### src/rtl/voter_tally_if.sv
// voter_tally_if: ballot inputs and tally/verdict outputs of the voter tally block
interface voter_tally_if #(
  parameter int N  = 4,
  parameter int CW = $clog2(N + 1)
);
  logic          start;
  logic          close;
  logic [N-1:0]  vote_valid;
  logic [N-1:0]  vote_yes;
  logic          busy;
  logic          done;
  logic [CW-1:0] yes_cnt;
  logic [CW-1:0] no_cnt;
  logic [CW-1:0] abstain_cnt;
  logic [3:1]    O;
  modport master (
    output start, close, vote_valid, vote_yes,
    input  busy, done, yes_cnt, no_cnt, abstain_cnt, O
  );
  modport slave (
    input  start, close, vote_valid, vote_yes,
    output busy, done, yes_cnt, no_cnt, abstain_cnt, O
  );
endinterface

### src/rtl/voter_tally.sv
// voter_tally: session-based N-voter ballot tally with early close, timeout and one-hot verdict
module voter_tally #(
  parameter int N       = 4,
  parameter int TIMEOUT = 16
) (
  input logic         clk,
  input logic         rst_n,
  voter_tally_if.slave bus
);
  localparam int CW = $clog2(N + 1);
  localparam int TW = $clog2(TIMEOUT + 1);
  typedef enum logic [1:0] {S_IDLE, S_OPEN, S_DONE} state_t;
  state_t        r_state, w_next;
  logic [N-1:0]  r_voted, w_new;
  logic [CW-1:0] r_yes, r_no, r_abstain, w_yes_nxt, w_no_nxt;
  logic [TW-1:0] r_timer;
  logic [3:1]    r_o, w_verdict;
  logic          w_open, w_close, w_busy, w_done;

  function automatic logic [CW-1:0] popcnt(input logic [N-1:0] v);
    logic [CW-1:0] s;
    s = '0;
    for (int i = 0; i < N; i++) s = s + CW'(v[i]);
    return s;
  endfunction

  assign w_open    = r_state == S_OPEN;
  // only first ballots of not-yet-voted voters count, and only while open
  assign w_new     = w_open ? bus.vote_valid & ~r_voted : '0;
  assign w_yes_nxt = r_yes + popcnt(w_new & bus.vote_yes);
  assign w_no_nxt  = r_no + popcnt(w_new & ~bus.vote_yes);
  assign w_close   = bus.close || (&(r_voted | w_new)) || r_timer == TW'(TIMEOUT - 1);
  assign w_verdict = w_yes_nxt > w_no_nxt ? 3'b100 : w_yes_nxt < w_no_nxt ? 3'b001 : 3'b010;

  always_ff @(posedge clk or negedge rst_n)
    if (!rst_n) r_state <= S_IDLE;
    else        r_state <= w_next;

  always_comb
    w_next = w_open ? (w_close ? S_DONE : S_OPEN) : (bus.start ? S_OPEN : r_state);

  always_ff @(posedge clk or negedge rst_n)
    if (!rst_n) begin
      r_voted   <= '0;
      r_yes     <= '0;
      r_no      <= '0;
      r_abstain <= '0;
      r_timer   <= '0;
      r_o       <= '0;
    end else if (!w_open && bus.start) begin
      r_voted   <= '0;
      r_yes     <= '0;
      r_no      <= '0;
      r_abstain <= '0;
      r_timer   <= '0;
      r_o       <= '0;
    end else if (w_open) begin
      r_voted <= r_voted | w_new;
      r_yes   <= w_yes_nxt;
      r_no    <= w_no_nxt;
      r_timer <= r_timer == TW'(TIMEOUT - 1) ? r_timer : r_timer + TW'(1);
      if (w_close) begin
        r_abstain <= CW'(N) - w_yes_nxt - w_no_nxt;
        r_o       <= w_verdict;
      end
    end

  always_comb begin
    w_busy = r_state == S_OPEN;
    w_done = r_state == S_DONE;
  end

  assign bus.busy        = w_busy;
  assign bus.done        = w_done;
  assign bus.yes_cnt     = r_yes;
  assign bus.no_cnt      = r_no;
  assign bus.abstain_cnt = r_abstain;
  assign bus.O           = r_o;
endmodule
### src/flat_wrapper.sv
// flat-port wrapper written by rule: the top's interface ports become plain ports
module voter_tally_flat 
#(
  parameter int N       = 4,
  parameter int TIMEOUT = 16
)
  (clk, rst_n, bus_start, bus_close, bus_vote_valid, bus_vote_yes, bus_busy, bus_done, bus_yes_cnt, bus_no_cnt, bus_abstain_cnt, bus_O);
  voter_tally_if #(.N(N)) bus_i ();
  input logic clk;
  input logic rst_n;
  input wire logic [$bits(bus_i.start)-1:0] bus_start;
  input wire logic [$bits(bus_i.close)-1:0] bus_close;
  input wire logic [$bits(bus_i.vote_valid)-1:0] bus_vote_valid;
  input wire logic [$bits(bus_i.vote_yes)-1:0] bus_vote_yes;
  output wire logic [$bits(bus_i.busy)-1:0] bus_busy;
  output wire logic [$bits(bus_i.done)-1:0] bus_done;
  output wire logic [$bits(bus_i.yes_cnt)-1:0] bus_yes_cnt;
  output wire logic [$bits(bus_i.no_cnt)-1:0] bus_no_cnt;
  output wire logic [$bits(bus_i.abstain_cnt)-1:0] bus_abstain_cnt;
  output wire logic [$bits(bus_i.O)-1:0] bus_O;
  assign bus_i.start = bus_start;
  assign bus_i.close = bus_close;
  assign bus_i.vote_valid = bus_vote_valid;
  assign bus_i.vote_yes = bus_vote_yes;
  assign bus_busy = bus_i.busy;
  assign bus_done = bus_i.done;
  assign bus_yes_cnt = bus_i.yes_cnt;
  assign bus_no_cnt = bus_i.no_cnt;
  assign bus_abstain_cnt = bus_i.abstain_cnt;
  assign bus_O = bus_i.O;
  voter_tally #(.N(N), .TIMEOUT(TIMEOUT)) u_core (.clk(clk), .rst_n(rst_n), .bus(bus_i));
endmodule
### config.mk
export PLATFORM = sky130hd
export DESIGN_NAME = voter_tally_flat
export DESIGN_NICKNAME = d
export VERILOG_FILES = /design/src/rtl/voter_tally_if.sv /design/src/rtl/voter_tally.sv /design/src/flat_wrapper.sv
export SDC_FILE = /design/constraint.sdc
export NUM_CORES = 1
export LEC_CHECK = 0
export CORE_MARGIN = 3
export CORE_UTILIZATION = 55
export DETAILED_ROUTE_END_ITERATION = 8
export GPL_TIMING_DRIVEN = 1
export PLACE_DENSITY_LB_ADDON = 0.25
export SLEW_MARGIN = 20
export SYNTH_ARGS = -nofsm -noshare
export SYNTH_HDL_FRONTEND = slang
export SYNTH_SLANG_ARGS = --single-unit
### constraint.sdc
create_clock -name clk -period 6.5 [get_ports clk]
set_clock_uncertainty 0.15 [all_clocks]
set_input_delay 1.3 -clock clk [delete_from_list [all_inputs] [get_ports clk]]
set_output_delay 1.3 -clock clk [all_outputs]
set_load 0.01 [all_outputs]
# Word level (Yosys, flattened, before mapping)

Index checks and enable logic that the tools add are counted.
W data, S select, Z words.

Register bits after elaboration: 23
Latch bits: 0
RAM bits: 0
Memory bits (read-only): 0
Bits of input ports: 12
Logic and storage cells: 61
Memories kept: 0

$add $sub $neg: 11
$mul: 0
Divide/modulo/power cells: 0
$lt $le $gt $ge: 2
Equality and inequality tests: 4
Shifts and indexed selects: 0
Mux-type cells: 21
Bitwise gates (word level): 6
Reductions and logical operators: 10

Operator list:

| operator              | count |
|---|---|
| $mux W3               | 11 |
| $mux W5               | 3 |
| $add A3 B1 Y3         | 4 |
| $and A4 B4 Y4         | 3 |
| $mux W4               | 3 |
| $mux W2               | 4 |
| $not A4 Y4            | 2 |
| $add A3 B3 Y3         | 2 |
| $reduce_bool A2 Y1    | 3 |
| $add A5 B1 Y5 const B | 1 |
| $eq A5 B4 Y1 const B  | 1 |
| $add A1 B1 Y2         | 2 |
| $or A4 B4 Y4          | 1 |
| $reduce_and A2 Y1     | 2 |
| $reduce_and A4 Y1     | 1 |
| $gt A3 B3 Y1          | 1 |
| $lt A3 B3 Y1          | 1 |
| $sub A3 B3 Y3         | 1 |
| $sub A3 B3 Y3 const A | 1 |
| $eq A2 B1 Y1 const B  | 1 |
| $eq A2 B2 Y1 const B  | 1 |
| $logic_or A1 B1 Y1    | 2 |
| $ne A2 B2 Y1 const B  | 1 |
| $logic_and A1 B1 Y1   | 1 |
| $logic_not A1 Y1      | 1 |

# Logic depth before layout (Yosys ltp)

Depth in word-level cells: 14
Mapped depth: 20
Gate-level depth less buffers: 19

# Worst setup path before layout

No wires, ideal clock.

Path type: input -> register
Start point: input port bus_vote_valid[0]
End point: register u_core.r_abstain[2] (netlist: u_core.bus.abstain_cnt[2])
Setup time: 123 ps
Arrival time: 3894 ps
Slack: 2334 ps
Stages: 15
Path buffers: 0
Cells stage by stage: nand2_1 -> nor3b_1 -> ha_1 -> inv_1 -> fa_1 -> inv_1 -> ha_1 -> inv_1 -> fa_1 -> inv_1 -> ha_1 -> ha_1 -> xnor2_1 -> xnor2_1 -> o2bb2ai_1

Word-level cells in the longest chain between the ends: 12
Elaborated cells between the ends (all ways): 23
Those cells by class: add/sub: 10; mux: 4; bitwise: 4; reduce/logical: 5

Ends and longest elaborated chain:

| element                     | RTL line           | source |
|---|---|---|
| start, declared             | flat_wrapper.sv:13 | `input wire logic [$bits(bus_i.vote_valid)-1:0] bus_vote_valid;` |
| $and A4 B4 Y4 *             | voter_tally.sv:29  | `assign w_new = w_open ? bus.vote_valid & ~r_voted : '0;` |
| $mux W4 *                   | voter_tally.sv:29  |  |
| $and A4 B4 Y4               | voter_tally.sv:30  | `assign w_yes_nxt = r_yes + popcnt(w_new & bus.vote_yes);` |
| $add A1 B1 Y2               | voter_tally.sv:23  | `for (int i = 0; i < N; i++) s = s + CW'(v[i]);` |
| $add A3 B1 Y3 (2 in series) | voter_tally.sv:23  |  |
| $add A3 B3 Y3               | voter_tally.sv:30  |  |
| $sub A3 B3 Y3 (2 in series) | voter_tally.sv:63  | `r_abstain <= CW'(N) - w_yes_nxt - w_no_nxt;` |
| $mux W3                     | voter_tally.sv:62  | `if (w_close) begin` |
| $mux W3                     | voter_tally.sv:57  | `end else if (w_open) begin` |
| $mux W3                     | voter_tally.sv:50  | `end else if (!w_open && bus.start) begin` |
| end signal, assigned        | voter_tally.sv:63  |  |
| end, declared               | voter_tally.sv:15  | `logic [CW-1:0] r_yes, r_no, r_abstain, w_yes_nxt, w_no_nxt;` |

Mark *: on every way between the ends. The rest lies on a longest branch, timed or not. The select of a mux whose other input is x is not followed.
A chain may end at the register's enable or synchronous reset.

# Worst setup path in the final report

Start point: input port bus_vote_valid[0]
End point: register u_core.r_o, in the netlist u_core.bus.O[2]

Word-level cells in the longest chain between the ends: 13
Elaborated cells between the ends (all ways): 25
Those cells by class: add/sub: 8; order compare: 2; mux: 6; bitwise: 4; reduce/logical: 5

Ends and longest elaborated chain:

| element                          | RTL line                             | source |
|---|---|---|
| $and A4 B4 Y4 *                  | voter_tally.sv:29                    |  |
| $mux W4 *                        | voter_tally.sv:29                    |  |
| $and A4 B4 Y4 (on tied branches) | voter_tally.sv:30, voter_tally.sv:31 |  |
| $add A1 B1 Y2                    | voter_tally.sv:23                    |  |
| $add A3 B1 Y3 (2 in series)      | voter_tally.sv:23                    |  |
| $add A3 B3 Y3 (on tied branches) | voter_tally.sv:30, voter_tally.sv:31 |  |
| $lt A3 B3 Y1                     | voter_tally.sv:33                    | `assign w_verdict = w_yes_nxt > w_no_nxt ? 3'b100 : w_yes_nxt < w_no_nxt ? 3'b001 : 3'b010;` |
| $mux W2                          | voter_tally.sv:33                    |  |
| $mux W3                          | voter_tally.sv:33                    |  |
| $mux W3                          | voter_tally.sv:62                    |  |
| $mux W3                          | voter_tally.sv:57                    |  |
| $mux W3                          | voter_tally.sv:50                    |  |
| end signal, assigned             | voter_tally.sv:64                    | `r_o <= w_verdict;` |
| end, declared                    | voter_tally.sv:17                    | `logic [3:1] r_o, w_verdict;` |

Marked as above.

==> flow_results.xml <==
<?xml version="1.0" encoding="UTF-8"?>
<metrics>
  <group name="clock_network">
    <metric name="htree_num_levels" unit="">1</metric>
    <metric name="numClockSinks" unit="">23</metric>
    <metric name="clock_latency" unit="ns">0.31</metric>
    <metric name="cts_repair_resize_count" unit="">0</metric>
    <metric name="cts_buffers" unit="">3</metric>
    <metric name="cts-hold-fix-buffers" unit="">0</metric>
    <metric name="tritoncts" unit="">yes</metric>
    <metric name="cts-root-to-sink-buffers" unit="">2</metric>
    <metric name="post-cts-setup-buffer-count" unit="">0</metric>
    <metric name="cts.reportedPaths.clkPinSlew" unit="ns">0.14</metric>
    <metric name="cts_root_buffer" unit="">sky130_fd_sc_hd__clkbuf_4</metric>
  </group>
  <group name="outcome">
    <metric name="outcome" unit="">finished, final reports clean</metric>
  </group>
  <group name="route">
    <metric name="detail_route.iter0.violations" unit="">26</metric>
    <metric name="route.final.wire_length" unit="µm">3044</metric>
    <metric name="vias" unit="">1089</metric>
    <metric name="route.detailed.wl_per_inst" unit="µm">16.02</metric>
    <metric name="dr.pass1.iters" unit="">4</metric>
    <metric name="vias_per_cell" unit="">5.732</metric>
    <metric name="drc" unit="">0</metric>
    <metric name="route.antenna.remaining_nets" unit="">0</metric>
  </group>
  <group name="power">
    <metric name="cellLeakagePower" unit="nW">0.7699</metric>
    <metric name="ir_worst_vdd" unit="mV">0.3856</metric>
    <metric name="fin_total_pwr" unit="W">0.0007638</metric>
    <metric name="power.density_cell_area" unit="nW/µm²">448.5</metric>
  </group>
  <group name="logic_synthesis">
    <metric name="async_flop_share" unit="%">100.0</metric>
    <metric name="netlist_top_cells_count" unit="">sky130_fd_sc_hd__dfrtp_1, sky130_fd_sc_hd__inv_1, sky130_fd_sc_hd__ha_1</metric>
    <metric name="syn-num-nets" unit="">166</metric>
    <metric name="synthDominantCellAreaShare" unit="%">40.93</metric>
    <metric name="synth_cell_types" unit="">32</metric>
    <metric name="yosysSeqAreaShare" unit="%">40.93</metric>
    <metric name="post_synth_instance_area" unit="µm²">1406</metric>
    <metric name="top_flip_flop_cell_by_instance_count_after_synthesis" unit="">sky130_fd_sc_hd__dfrtp_1</metric>
    <metric name="synthDominantAreaCellType" unit="">sky130_fd_sc_hd__dfrtp_1</metric>
    <metric name="yosys_warnings" unit="">0</metric>
    <metric name="synth_area_per_cell" unit="µm²">10.34</metric>
    <metric name="most_frequently_used_cell_type_in_the_post_synthesis_netlist" unit="">sky130_fd_sc_hd__dfrtp_1</metric>
    <metric name="postSynthRegisterBits" unit="">23</metric>
    <metric name="netlist_top_cells_area" unit="">sky130_fd_sc_hd__dfrtp_1, sky130_fd_sc_hd__ha_1, sky130_fd_sc_hd__fa_1</metric>
    <metric name="synth-edff-count" unit="">0</metric>
    <metric name="postSynthCellCount" unit="">136</metric>
  </group>
  <group name="floorplan">
    <metric name="die-height" unit="µm">56.57</metric>
    <metric name="core" unit="µm²">2318</metric>
    <metric name="floorplan.die.width" unit="µm">56.57</metric>
    <metric name="row_count" unit="">17</metric>
    <metric name="floorplan.io_pins" unit="">26</metric>
    <metric name="initial_core_utilization" unit="%">60.66</metric>
    <metric name="floorplan.die_area" unit="µm²">3200</metric>
  </group>
  <group name="timing">
    <metric name="final_clock_period_utilization_by_the_worst_path" unit="%">70.74</metric>
    <metric name="finalSetupViolCount" unit="">0</metric>
    <metric name="setup_tns" unit="ns">0</metric>
    <metric name="slew_viol_final" unit="">0</metric>
    <metric name="min_period" unit="ns">4.598</metric>
    <metric name="finalHoldViolations" unit="">0</metric>
    <metric name="rsz0062_at_grt" unit="">false</metric>
    <metric name="fmax" unit="MHz">217.5</metric>
    <metric name="worst_pin_slew" unit="ns">0.5310</metric>
    <metric name="slew_headroom" unit="%">64.60</metric>
  </group>
  <group name="cells_and_area">
    <metric name="area_growth_syn_to_layout" unit="%">21.09</metric>
    <metric name="post_route_cells_drive_above_1_share" unit="%">8.025</metric>
    <metric name="layout.cells.non_filler" unit="">190</metric>
    <metric name="layout.nets" unit="">193</metric>
    <metric name="diodes" unit="">0</metric>
  </group>
  <group name="critical_path">
    <metric name="worstSetupEndpoint" unit="">u_core.bus.O[2]$_DFFE_PN0P_</metric>
    <metric name="worst_ep_arrival_time" unit="ns">4.69</metric>
    <metric name="timing.critical_path.required" unit="ns">6.59</metric>
    <metric name="setup.worst_path.class" unit="">input pin to flip-flop</metric>
    <metric name="critical_path_peak_fanout" unit="">3</metric>
    <metric name="crit_path_end_kind" unit="">flip-flop</metric>
    <metric name="worst_r2r_dst" unit="">u_core.bus.O[2]$_DFFE_PN0P_</metric>
    <metric name="critical_path.startpoint" unit="">bus_vote_valid[0]</metric>
    <metric name="critical_path.reg2reg.startpoint" unit="">u_core.r_state[1]$_DFFE_PN0P_</metric>
    <metric name="worst-r2r-setup-slack" unit="ns">2.54</metric>
    <metric name="crit_path_start_kind" unit="">input pin</metric>
    <metric name="reg2regPathDepth" unit="">19</metric>
  </group>
  <group name="flow_run">
    <metric name="cap_viol_max_count" unit="">0</metric>
  </group>
  <group name="global_routing">
    <metric name="grt_pass1_wl" unit="µm">5313</metric>
    <metric name="number_of_global_route_vias_before_repair" unit="">1171</metric>
    <metric name="grt_antenna_before_repair" unit="">0</metric>
    <metric name="grt_max_degree" unit="">24</metric>
    <metric name="grt_util_all_layers" unit="%">21.14</metric>
    <metric name="globalRoute.totalOverflow" unit="">0</metric>
  </group>
  <group name="hold_path">
    <metric name="hp-class" unit="">flip-flop to flip-flop</metric>
    <metric name="hold_sp" unit="">u_core.r_timer[4]$_DFFE_PN0P_</metric>
  </group>
  <group name="placement">
    <metric name="port-buffer-count" unit="">25</metric>
    <metric name="hpwlAfterDp" unit="µm">2232</metric>
    <metric name="globalplace.congestion" unit="">0.8251</metric>
    <metric name="placed_cells_incl_taps" unit="">186</metric>
  </group>
</metrics>
-- logic make-up after synthesis --
kind of cell	count (synthesis)	synth area share, %
multiplexers	1	0.8007
flip-flops	23	40.93
buffers and inverters	19	5.427
XOR/XNOR	6	3.737
AO/OA/AOI/OAI	32	16.99
AND/OR/NAND/NOR	37	13.97
adder cells (fa/ha/maj)	18	18.15
-- through the flow --
stage          area [µm²]  utilization, %  worst slack (ns)  hold slack, ns
2_1_floorplan        1406               -             2.334          0.2942
3_3_place_gp         1680           72.48             1.708          0.3142
3_5_place_dp         1680           72.48             1.558          0.3229
4_1_cts              1708           73.66             1.865          0.3511
5_1_grt              1703           73.45             1.684          0.3568
6_report             1703           73.45             1.902          0.3465
-- layer usage --
metal,global-route usage (%),share of wire [%],vias up
li1,-,-,526
met1,27.35,44,523
met2,34.49,50,36
met3,3.448,4.5,4
met4,9.492,1.1,0
met5,0,0,-
-- worst min-delay path by stage --
stage	cells after the start	slack, ns	end
final	2	0.35	u_core.r_timer[4]$_DFFE_PN0P_
after floorplan	1	0.29	u_core.r_timer[3]$_DFFE_PN0P_
after detailed placement	1	0.32	u_core.bus.O[3]$_DFFE_PN0P_
after global placement	2	0.31	u_core.r_timer[4]$_DFFE_PN0P_
after CTS	1	0.35	u_core.r_timer[3]$_DFFE_PN0P_
after global routing	1	0.36	u_core.r_timer[3]$_DFFE_PN0P_
-- area by class of cell --
| type | count | area [µm²] |
|---|---|---|
| clock inverters | 1 | 5.005 |
| inverters | 16 | 65.06 |
| multi-input cells | 94 | 754.5 |
| flip-flops and latches | 23 | 575.6 |
| well taps | 28 | 35.03 |
| repair buffers | 25 | 245.2 |
| fillers | 170 | 615.6 |
| clock buffers | 3 | 22.52 |
-- worst max-delay path, cell delays in order --
cell                              delay [ns]
sky130_fd_sc_hd__clkdlybuf4s50_1        0.50
sky130_fd_sc_hd__nand2_1                0.08
sky130_fd_sc_hd__nor3b_1                0.21
sky130_fd_sc_hd__ha_1                   0.27
sky130_fd_sc_hd__inv_1                  0.10
sky130_fd_sc_hd__fa_1                   0.42
sky130_fd_sc_hd__inv_1                  0.08
sky130_fd_sc_hd__ha_1                   0.14
sky130_fd_sc_hd__inv_1                  0.05
sky130_fd_sc_hd__fa_1                   0.39
sky130_fd_sc_hd__xor2_1                 0.17
sky130_fd_sc_hd__xnor2_1                0.16
sky130_fd_sc_hd__ha_1                   0.34
sky130_fd_sc_hd__o21ai_0                0.10
sky130_fd_sc_hd__nand2b_1               0.13
sky130_fd_sc_hd__nand3_1                0.09
sky130_fd_sc_hd__o2bb2ai_1              0.16
-- power breakdown --
group | total, W | internal, W | switching, W | leakage [nW]
Sequential | 0.000229 | 0.000192 | 0.0000376 | 0.302
Clock | 0.0000688 | 0.0000230 | 0.0000457 | 0.0177
Combinational | 0.000466 | 0.000202 | 0.000263 | 0.450
Total | 0.000764 | 0.000417 | 0.000347 | 0.770
-- registers in the layout (all words and copies together), names as in the netlist --
name and count:
u_core.bus.abstain_cnt 3, u_core.r_timer 5, u_core.bus.no_cnt 3, u_core.bus.O 3, u_core.r_voted 4, u_core.bus.yes_cnt 3, u_core.r_state 2
-- cell usage in the layout, fill, tap and decap left out, types with 2 or more instances in the layout --
master,Yosys,routed
sky130_fd_sc_hd__dfrtp_1,23,23
sky130_fd_sc_hd__nand2_1,12,12
sky130_fd_sc_hd__ha_1,14,14
sky130_fd_sc_hd__xnor2_1,5,5
sky130_fd_sc_hd__a21oi_2,2,2
sky130_fd_sc_hd__a21oi_1,7,7
sky130_fd_sc_hd__nor3b_1,3,3
sky130_fd_sc_hd__o31ai_1,3,3
sky130_fd_sc_hd__nor3_1,4,4
sky130_fd_sc_hd__a21o_1,2,2
sky130_fd_sc_hd__fa_1,4,4
sky130_fd_sc_hd__clkdlybuf4s50_1,0,24
sky130_fd_sc_hd__nor2_1,5,5
sky130_fd_sc_hd__clkbuf_4,0,3
sky130_fd_sc_hd__inv_1,15,15
sky130_fd_sc_hd__nand3_1,2,2
sky130_fd_sc_hd__o21ai_0,8,8
sky130_fd_sc_hd__nand3b_1,5,5
sky130_fd_sc_hd__o2bb2ai_1,5,5
No activity file was read; power rests on OpenSTA's default activity.
